File: src/rtl/ip_uart_rx_inst.sv
// 8N1 UART receiver on the Z80 I/O bus: oversampled start/stop validation,
// 16-entry receive FIFO, data port at io_address and status/control at io_address+1.
module ip_uart_rx_inst #(
    parameter int unsigned clk_freq        = 74250000,
    parameter int unsigned uart_freq       = 115200,
    parameter logic [7:0]  io_address      = 8'h10,
    parameter int unsigned fifo_depth_log2 = 4
) (
    input  logic       clk,
    input  logic       reset,
    input  logic [7:0] bus_address,
    input  logic       bus_ioreq,
    input  logic       bus_write,
    input  logic       bus_valid,
    output logic       bus_ready,
    input  logic [7:0] bus_wdata,
    output logic [7:0] bus_rdata,
    output logic       bus_rdata_en,
    input  logic       uart_rx
);

    localparam int unsigned DIV   = clk_freq / uart_freq;
    localparam int unsigned HALF  = DIV / 2;
    localparam int unsigned CNT_W = $clog2(DIV);
    localparam int unsigned PTR_W = fifo_depth_log2;
    localparam int unsigned CNT_F = fifo_depth_log2 + 1;
    localparam int unsigned DEPTH = 1 << fifo_depth_log2;

    localparam logic [CNT_W-1:0] DIV_M1    = CNT_W'(DIV - 1);
    localparam logic [CNT_W-1:0] HALF_M1   = CNT_W'(HALF - 1);
    localparam logic [7:0]       STAT_ADDR = io_address + 8'd1;

    typedef enum logic [1:0] {IDLE, START, DATA, STOP} rx_state_t;

    rx_state_t        state, state_nxt;
    logic [CNT_W-1:0] baud_cnt, baud_cnt_nxt;
    logic [2:0]       bit_idx, bit_idx_nxt;
    logic [7:0]       rx_byte, rx_byte_nxt;
    logic             sync_meta, sync_rx, sync_dly;
    logic             tick, push, frame_err_set;

    logic [7:0]       fifo_mem [DEPTH];
    logic [PTR_W-1:0] wr_ptr, rd_ptr;
    logic [CNT_F-1:0] fifo_count;
    logic             not_empty, full, framing_err, overrun;

    logic             rd_data_hit, rd_stat_hit, wr_stat_hit;
    logic             pop, push_ok, clear_flags, flush;
    logic [7:0]       status;
    logic             wdata_unused;

    assign bus_ready    = 1'b1;
    assign wdata_unused = ^bus_wdata[7:2];

    // NOTE: sequential state uses non-blocking (<=) so every flop samples pre-edge values.
    always_ff @(posedge clk) begin
        if (reset) begin
            sync_meta <= 1'b1;
            sync_rx   <= 1'b1;
            sync_dly  <= 1'b1;
            state     <= IDLE;
            baud_cnt  <= '0;
            bit_idx   <= '0;
            rx_byte   <= '0;
        end else begin
            sync_meta <= uart_rx;
            sync_rx   <= sync_meta;
            sync_dly  <= sync_rx;
            state     <= state_nxt;
            baud_cnt  <= baud_cnt_nxt;
            bit_idx   <= bit_idx_nxt;
            rx_byte   <= rx_byte_nxt;
        end
    end

    assign tick = (baud_cnt == '0);

    // NOTE: every always_comb output gets a default first, so no path can infer a latch.
    always_comb begin
        state_nxt     = state;
        baud_cnt_nxt  = baud_cnt;
        bit_idx_nxt   = bit_idx;
        rx_byte_nxt   = rx_byte;
        push          = 1'b0;
        frame_err_set = 1'b0;
        case (state)
            IDLE: begin
                if (!sync_rx && sync_dly) begin
                    state_nxt    = START;
                    baud_cnt_nxt = HALF_M1;
                end
            end
            START: begin
                if (!tick) begin
                    baud_cnt_nxt = baud_cnt - CNT_W'(1);
                end else if (!sync_rx) begin
                    state_nxt    = DATA;
                    baud_cnt_nxt = DIV_M1;
                    bit_idx_nxt  = '0;
                end else begin
                    state_nxt = IDLE;
                end
            end
            DATA: begin
                if (!tick) begin
                    baud_cnt_nxt = baud_cnt - CNT_W'(1);
                end else begin
                    rx_byte_nxt[bit_idx] = sync_rx;
                    baud_cnt_nxt         = DIV_M1;
                    if (bit_idx == 3'd7) state_nxt = STOP;
                    else                 bit_idx_nxt = bit_idx + 3'd1;
                end
            end
            STOP: begin
                if (!tick) begin
                    baud_cnt_nxt = baud_cnt - CNT_W'(1);
                end else begin
                    push          = sync_rx;
                    frame_err_set = !sync_rx;
                    state_nxt     = IDLE;
                end
            end
            default: state_nxt = IDLE;
        endcase
    end

    assign rd_data_hit = bus_valid && bus_ioreq && !bus_write && (bus_address == io_address);
    assign rd_stat_hit = bus_valid && bus_ioreq && !bus_write && (bus_address == STAT_ADDR);
    assign wr_stat_hit = bus_valid && bus_ioreq &&  bus_write && (bus_address == STAT_ADDR);
    assign clear_flags = wr_stat_hit && bus_wdata[0];
    assign flush       = wr_stat_hit && bus_wdata[1];

    assign not_empty = (fifo_count != '0);
    assign full      = (fifo_count == CNT_F'(DEPTH));
    assign pop       = rd_data_hit && not_empty;
    // A pop in the same cycle frees the slot before the push lands.
    assign push_ok   = push && (!full || pop);
    assign status    = {4'b0000, overrun, framing_err, full, not_empty};

    // NOTE: the FIFO storage is not reset; the reset pointers and count make stale words unreachable.
    always_ff @(posedge clk) begin
        if (push_ok) fifo_mem[wr_ptr] <= rx_byte;
    end

    always_ff @(posedge clk) begin
        if (reset || flush) begin
            wr_ptr     <= '0;
            rd_ptr     <= '0;
            fifo_count <= '0;
        end else begin
            if (push_ok) wr_ptr <= wr_ptr + PTR_W'(1);
            if (pop)     rd_ptr <= rd_ptr + PTR_W'(1);
            case ({push_ok, pop})
                2'b10:   fifo_count <= fifo_count + CNT_F'(1);
                2'b01:   fifo_count <= fifo_count - CNT_F'(1);
                default: fifo_count <= fifo_count;
            endcase
        end
    end

    always_ff @(posedge clk) begin
        if (reset) begin
            framing_err  <= 1'b0;
            overrun      <= 1'b0;
            bus_rdata_en <= 1'b0;
            bus_rdata    <= 8'h00;
        end else begin
            if (frame_err_set)                 framing_err <= 1'b1;
            else if (clear_flags)              framing_err <= 1'b0;
            if (push && full && !pop)          overrun <= 1'b1;
            else if (clear_flags)              overrun <= 1'b0;
            bus_rdata_en <= rd_data_hit || rd_stat_hit;
            if (pop)              bus_rdata <= fifo_mem[rd_ptr];
            else if (rd_stat_hit) bus_rdata <= status;
            else                  bus_rdata <= 8'h00;
        end
    end

endmodule

File: config.mk
export PLATFORM = sky130hd
export DESIGN_NAME = ip_uart_rx_inst
export DESIGN_NICKNAME = d
export VERILOG_FILES = /design/src/rtl/ip_uart_rx_inst.sv
export SDC_FILE = /design/constraint.sdc
export NUM_CORES = 1
export LEC_CHECK = 0
export ABC_CLOCK_PERIOD_IN_PS = 6400
export CORE_AREA = 2 2 112 114
export CTS_CLUSTER_DIAMETER = 120
export CTS_CLUSTER_SIZE = 28
export DETAILED_ROUTE_END_ITERATION = 10
export DIE_AREA = 0 0 114 116
export PLACE_DENSITY = 0.83
export SYNTH_ARGS = -nofsm -noshare
export SYNTH_HDL_FRONTEND = slang
export SYNTH_SLANG_ARGS = --single-unit
File: constraint.sdc
create_clock -name clk -period 6.4 [get_ports clk]
set_clock_uncertainty 0.2 [all_clocks]
set_input_delay 0.96 -clock clk [delete_from_list [all_inputs] [get_ports clk]]
set_output_delay 0.96 -clock clk [all_outputs]
set_load 0.05 [all_outputs]
==> flow_metrics.tcl, run 1 <==
set metrics [dict create \
    status "finished, final reports clean" \
    clk_path_buf_depth 2 \
    cp_cell_sequence "inv_1 > ha_1 > or4b_1 > nor4_4 > o21a_1 > nand2_1 > nor2_1" \
    worst_pin_slew_ps 1060 \
    seqPwrFrac 0.509 \
    initial_core_util 0.639 \
    endpoint_kind "flip-flop" \
    antenna_found_initial 0 \
    critical_path_class "reg2reg" \
    placementRows 40 \
    pin_count 32 \
    synth.cell_area_um2 7620 \
    switchingPower_mw 0.631 \
    hpwl_um 9440 \
    worstHoldPathType "reg2reg" \
    syn_inst 512 \
    maxCapViolCount 0 \
    clk_pin_slew_ps 60 \
    synth_warnings 0 \
    leakage_nw 2.86 \
    maxSlewViolCount 0 \
    clockPowerShare 0.385 \
    seq_area_frac_synth 0.647 \
    period_needed_ps 3680 \
    critPathRequiredTime_ps 6260 \
    fillers 744 \
    synth_xor_area_frac 0.0115 \
    synth_fa_ha_area_frac 0.0263 \
    crit_fanout 11 \
    setup_tns_ps 0 \
    drive_gt1_frac 0.167 \
    antenna_left 0 \
    postCtsSetupBuffers 0 \
    fp.dieH_um 116 \
    ys_ff_latch 182 \
    syn_to_final_growth_pct 12.2 \
    wl_per_cell_um 20.6 \
    max_freq_mhz 272 \
    synth_compound_area_frac 0.0521 \
    setup-violations-final 0 \
    worst_slack_ps 2720 \
    rsz0062_at_grt "no" \
    cp_slowest_stage_delay_ps 750 \
    io_buffers 24 \
    final_cells 697 \
    place.gp.congestion 0.841 \
    final_area_um2 8550 \
    die_w_um 114 \
    cts-root-buf "clkbuf_16" \
    clock_sinks 182 \
    core_area_um2 11900 \
    antenna_cells 0 \
    drc 0 \
    routed_wl_um 14400 \
    pwr_density_cell_nw_per_um2 297 \
    synth-simple-area-share 0.104 \
    grt_pass1_vias 4385 \
    synthDistinctLibCells 65 \
    total_power_mw 2.54 \
    vias 4400 \
    post_cts_resized 0 \
    setup.worst_path.start_class "flip-flop" \
    pre_cts_ws_ps 2480 \
    dr.pass1.iters 6 \
    multi_input_area_um2 2530 \
    arrival_ps 3540 \
    pwr-share-comb 0.106 \
    insertion_delay_ps 430 \
    ff_latch_area_um2 4930 \
    avgSynthCellArea_um2 14.9 \
    slowest_stage "nor2_1" \
    first_iter_violations 442 \
    via_per_inst 6.31 \
    fp.dieArea_um2 13200 \
    vdd_drop_max_v 0.000222 \
    grt_pass1_wl_um 22700 \
    hold_viol 0 \
    synth_top_family_by_area "multiplexers" \
    hold_buffers 0 \
    final.period_utilization 0.575 \
    swShare 0.249 \
    cts_tree "yes" \
    synth_edf_count 128 \
    async_reset_ff_frac 0 \
    place_inst 665 \
    max-slew-margin-rel 0.289 \
    synthFlopType "edfxtp_1" \
    final_common_cell "edfxtp_1" \
    final_cell_mix "edfxtp_1, dfxtp_1, nor2_1" \
    overflow 0 \
    grt_use_total 0.235 \
    final_nets 575 \
    place_area_um2 7990 \
    htreeDepth 4 \
    syn_nets 550 \
    synth_mux_area_frac 0.138 \
    grt_max_degree 33 \
    intPower_mw 1.91 \
    numCtsBuffers 17 \
]
-- state kept, by name (all words and copies together), names as in the netlist, named ones only --
| signal | count |
|---|---|
| sync_dly | 1 |
| rx_byte | 8 |
| baud_cnt | 10 |
| sync_meta | 1 |
| wr_ptr | 4 |
| sync_rx | 1 |
| bus_rdata_en | 1 |
| framing_err | 1 |
| fifo_mem | 128 |
| overrun | 1 |
| bit_idx | 3 |
| bus_rdata | 8 |
| rd_ptr | 4 |
| state | 1 |
| fifo_count | 5 |
-- critical path, delay by kind of cell, from the launching register on --
family / cells / cell delay [ps]
AND/OR/NAND/NOR: 4 / 2020
AO/OA/AOI/OAI: 1 / 480
flip-flops: 1 / 310
adder cells (fa/ha/maj): 1 / 180
buffers and inverters: 1 / 110
-- synthesized netlist by cell type, drive strengths merged, types with 3 or more instances --
master | number | area (um2)
mux4 | 39 | 878
nor4 | 4 | 40.0
xor2 | 8 | 70.1
nand4 | 5 | 31.3
or4 | 3 | 26.3
nand2b | 8 | 50.1
nor3 | 15 | 80.1
and3 | 3 | 18.8
nand2 | 28 | 108
nor2 | 50 | 188
nand3 | 11 | 55.1
inv | 16 | 60.1
dfxtp | 54 | 1080
or2 | 5 | 31.3
buf | 12 | 57.6
nor4b | 4 | 35.0
edfxtp | 128 | 3840
mux2i | 17 | 170
clkbuf | 12 | 45.0
ha | 16 | 200
a31oi | 3 | 18.8
a211oi | 3 | 22.5
a21oi | 17 | 85.1
nor2b | 5 | 31.3
a32oi | 3 | 26.3
a41o | 3 | 30.0
-- through the flow --
step | hold WS, ps | utilization
2_1_floorplan | 189 | -
3_3_place_gp | 201 | 0.671
3_5_place_dp | 207 | 0.671
4_1_cts | 227 | 0.718
5_1_grt | 248 | 0.718
6_report | 224 | 0.718
-- cells by family after synthesis --
| family | count (synthesis) |
|---|---|
| adder cells (fa/ha/maj) | 16 |
| buffers and inverters | 40 |
| XOR/XNOR | 10 |
| AO/OA/AOI/OAI | 54 |
| AND/OR/NAND/NOR | 153 |
| other | 1 |
| multiplexers | 56 |
| flip-flops | 182 |
-- routing by layer --
metal	up-vias	global-route usage	wire, um
li1	2022	-	-
met1	2202	0.293	6010
met2	143	0.378	7120
met3	33	0.0706	803
met4	0	0.119	445
met5	-	0	0
-- worst paths after layout --
kind / startpoint / end / slack [ps] / depth (start not counted)
hold reg to reg: sync_meta / sync_rx / 220 / 1
hold / removal: sync_meta / sync_rx / 220 / 1
setup reg to reg: baud_cnt[0] / fifo_mem[4][4] / 2720 / 7
setup / recovery: baud_cnt[0] / fifo_mem[4][4] / 2720 / 7
-- power by group through the flow --
| stage | Combinational [mW] | Clock (mW) | Sequential (mW) |
|---|---|---|---|
| floorplan | 0.208 | 0 | 1.31 |
| global placement | 0.254 | 0 | 1.32 |
| detailed placement | 0.264 | 0 | 1.32 |
| CTS | 0.266 | 0.984 | 1.29 |
| global route | 0.297 | 1.04 | 1.30 |
| finish | 0.270 | 0.977 | 1.29 |
-- cell type report --
class	count	area share
clock buffer	18	0.0502
clock inverter	14	0.0151
inverter	16	0.00703
multi-input combinational	290	0.297
sequential	182	0.576
tap	147	0.0215
timing repair buffer	30	0.0334
Note: power is estimated with default switching activity, not from simulation.
==> run 2: changes to the inputs <==
==> config.mk (replaced) <==
export PLATFORM = sky130hd
export DESIGN_NAME = ip_uart_rx_inst
export DESIGN_NICKNAME = d
export VERILOG_FILES = /design/src/rtl/ip_uart_rx_inst.sv
export SDC_FILE = /design/constraint.sdc
export NUM_CORES = 1
export LEC_CHECK = 0
export ABC_CLOCK_PERIOD_IN_PS = 3800
export CORE_AREA = 2 2 116 118
export CTS_CLUSTER_DIAMETER = 120
export CTS_CLUSTER_SIZE = 28
export DETAILED_ROUTE_END_ITERATION = 10
export DIE_AREA = 0 0 118 120
export PLACE_DENSITY = 0.78
export SYNTH_ARGS = -nofsm -noshare
export SYNTH_HDL_FRONTEND = slang
export SYNTH_SLANG_ARGS = --single-unit
==> constraint.sdc (replaced) <==
create_clock -name clk -period 3.8 [get_ports clk]
set_clock_uncertainty 0.2 [all_clocks]
set_input_delay 0.57 -clock clk [delete_from_list [all_inputs] [get_ports clk]]
set_output_delay 0.57 -clock clk [all_outputs]
set_load 0.05 [all_outputs]
==> flow_metrics.tcl, run 2 (same netlist as run 1, synthesis figures left out) <==
set metrics [dict create \
    placementRows 42 \
    antenna_left 0 \
    worstHoldPathType "reg2reg" \
    leakage_nw 2.94 \
    path_common_cell "buf_4" \
    overflow 0 \
    io_buffers 24 \
    final_common_cell "edfxtp_1" \
    period_needed_ps 3270 \
    initial_core_util 0.587 \
    clock_sinks 182 \
    fp.dieArea_um2 14200 \
    wl_per_cell_um 19.5 \
    hpwl_um 9750 \
    core_area_um2 13000 \
    max_freq_mhz 306 \
    first_iter_violations 459 \
    grt_use_total 0.219 \
    place_inst 712 \
    worst_pin_slew_ps 937 \
    htreeDepth 4 \
    final_area_um2 8670 \
    cp_slowest_stage_delay_ps 570 \
    setup-violations-final 0 \
    fp.dieH_um 120 \
    hold_viol 0 \
    critPathRequiredTime_ps 3730 \
    utilization 0.668 \
    place.gp.congestion 0.870 \
    final_nets 593 \
    insertion_delay_ps 420 \
    endpoint_kind "flip-flop" \
    dr.pass1.iters 5 \
    die_w_um 118 \
    grt_max_degree 32 \
    setup_tns_ps 0 \
    final_cell_mix "edfxtp_1, dfxtp_1, nor2_1" \
    antenna_cells 0 \
    vias 4492 \
    crit_fanout 11 \
    critical_path_class "reg2reg" \
    largest_reg_flops 128 \
    drive_gt1_frac 0.187 \
    arrival_ps 3190 \
    reg_top3 "fifo_mem (128), baud_cnt (10)" \
    status "finished, final reports clean" \
    final.period_utilization 0.860 \
    routed_wl_um 14500 \
    clk_pin_slew_ps 60 \
    max-slew-margin-rel 0.375 \
    place_area_um2 8160 \
    syn_to_final_growth_pct 13.8 \
    cts_tree "yes" \
    drc 0 \
    postCtsSetupBuffers 0 \
    setup.worst_path.start_class "flip-flop" \
    slowest_stage "or4b_1" \
    cts-root-buf "clkbuf_16" \
    vdd_drop_max_v 0.000444 \
    antenna_found_initial 0 \
    cp_cell_sequence "inv_1 > ha_1 > or4b_1 > nor4_4 > buf_4 > o21a_1 > nand2_1 > nor3_1 > buf_4" \
    maxCapViolCount 0 \
    final_cells 744 \
    post_cts_resized 0 \
    via_per_inst 6.04 \
    clk_path_buf_depth 2 \
    pwr_density_cell_nw_per_um2 482 \
    regMostFlops "fifo_mem" \
    maxSlewViolCount 0 \
    pin_count 32 \
    grt_pass1_vias 4405 \
    rsz0062_at_grt "no" \
    hold_buffers 0 \
    numCtsBuffers 17 \
    grt_pass1_wl_um 23300 \
]
run 2: cell types whose count changed in the layout (fill, tap and decap cells not counted), sizes merged:
cell / previous run / this run
clkbuf: 18 / 17
bufinv: 1 / 0
buf: 6 / 24
clkinv: 9 / 11
run 2: path summary, 6_finish.rpt:
path                                   from              to  slack [ps]  depth (start not counted)
worst min register to register    sync_meta         sync_rx         210                          1
worst max register to register  baud_cnt[0]  fifo_mem[1][6]         530                          9
worst min-delay path              sync_meta         sync_rx         210                          1
worst max-delay path            baud_cnt[0]  fifo_mem[1][6]         530                          9
run 2: layout make-up:
cell class | instances | area [um2]
fill | 885 | 4310
sequential | 182 | 4930
timing repair buffer | 48 | 420
clock buffer | 17 | 425
tap | 176 | 220
inverter | 16 | 60.1
multi-input combinational | 290 | 2530
clock inverter | 15 | 88.8
run 2: routing by layer:
metal	part of all wire	vias up	track usage
li1	-	2056	-
met1	0.42	2275	0.287
met2	0.51	151	0.366
met3	0.055	10	0.0551
met4	0.0094	0	0.0678
met5	0	-	0
run 2: where the power goes:
| group | switching (mW) | internal (mW) | total (mW) |
|---|---|---|---|
| Combinational | 0.285 | 0.178 | 0.463 |
| Clock | 0.708 | 0.824 | 1.53 |
| Sequential | 0.0492 | 2.13 | 2.18 |
run 2: metrics by stage:
stage                     hold slack (ps)  power [mW]  setup slack, ps
final                                 212        4.18              531
after global routing                  241        4.33              334
after CTS                             215        4.19              571
after detailed placement              197        2.67              560
after global placement                201        2.64              620
after floorplan                       189        2.56              736
run 2: critical path, delay by kind of cell (launching register included):
kind	cells	cell delay, ps
AOI/OAI and AO/OA	1	420
and+or+nand+nor	4	1310
buffers and inverters	3	560
adders and majority gates	1	180
DFF	1	310
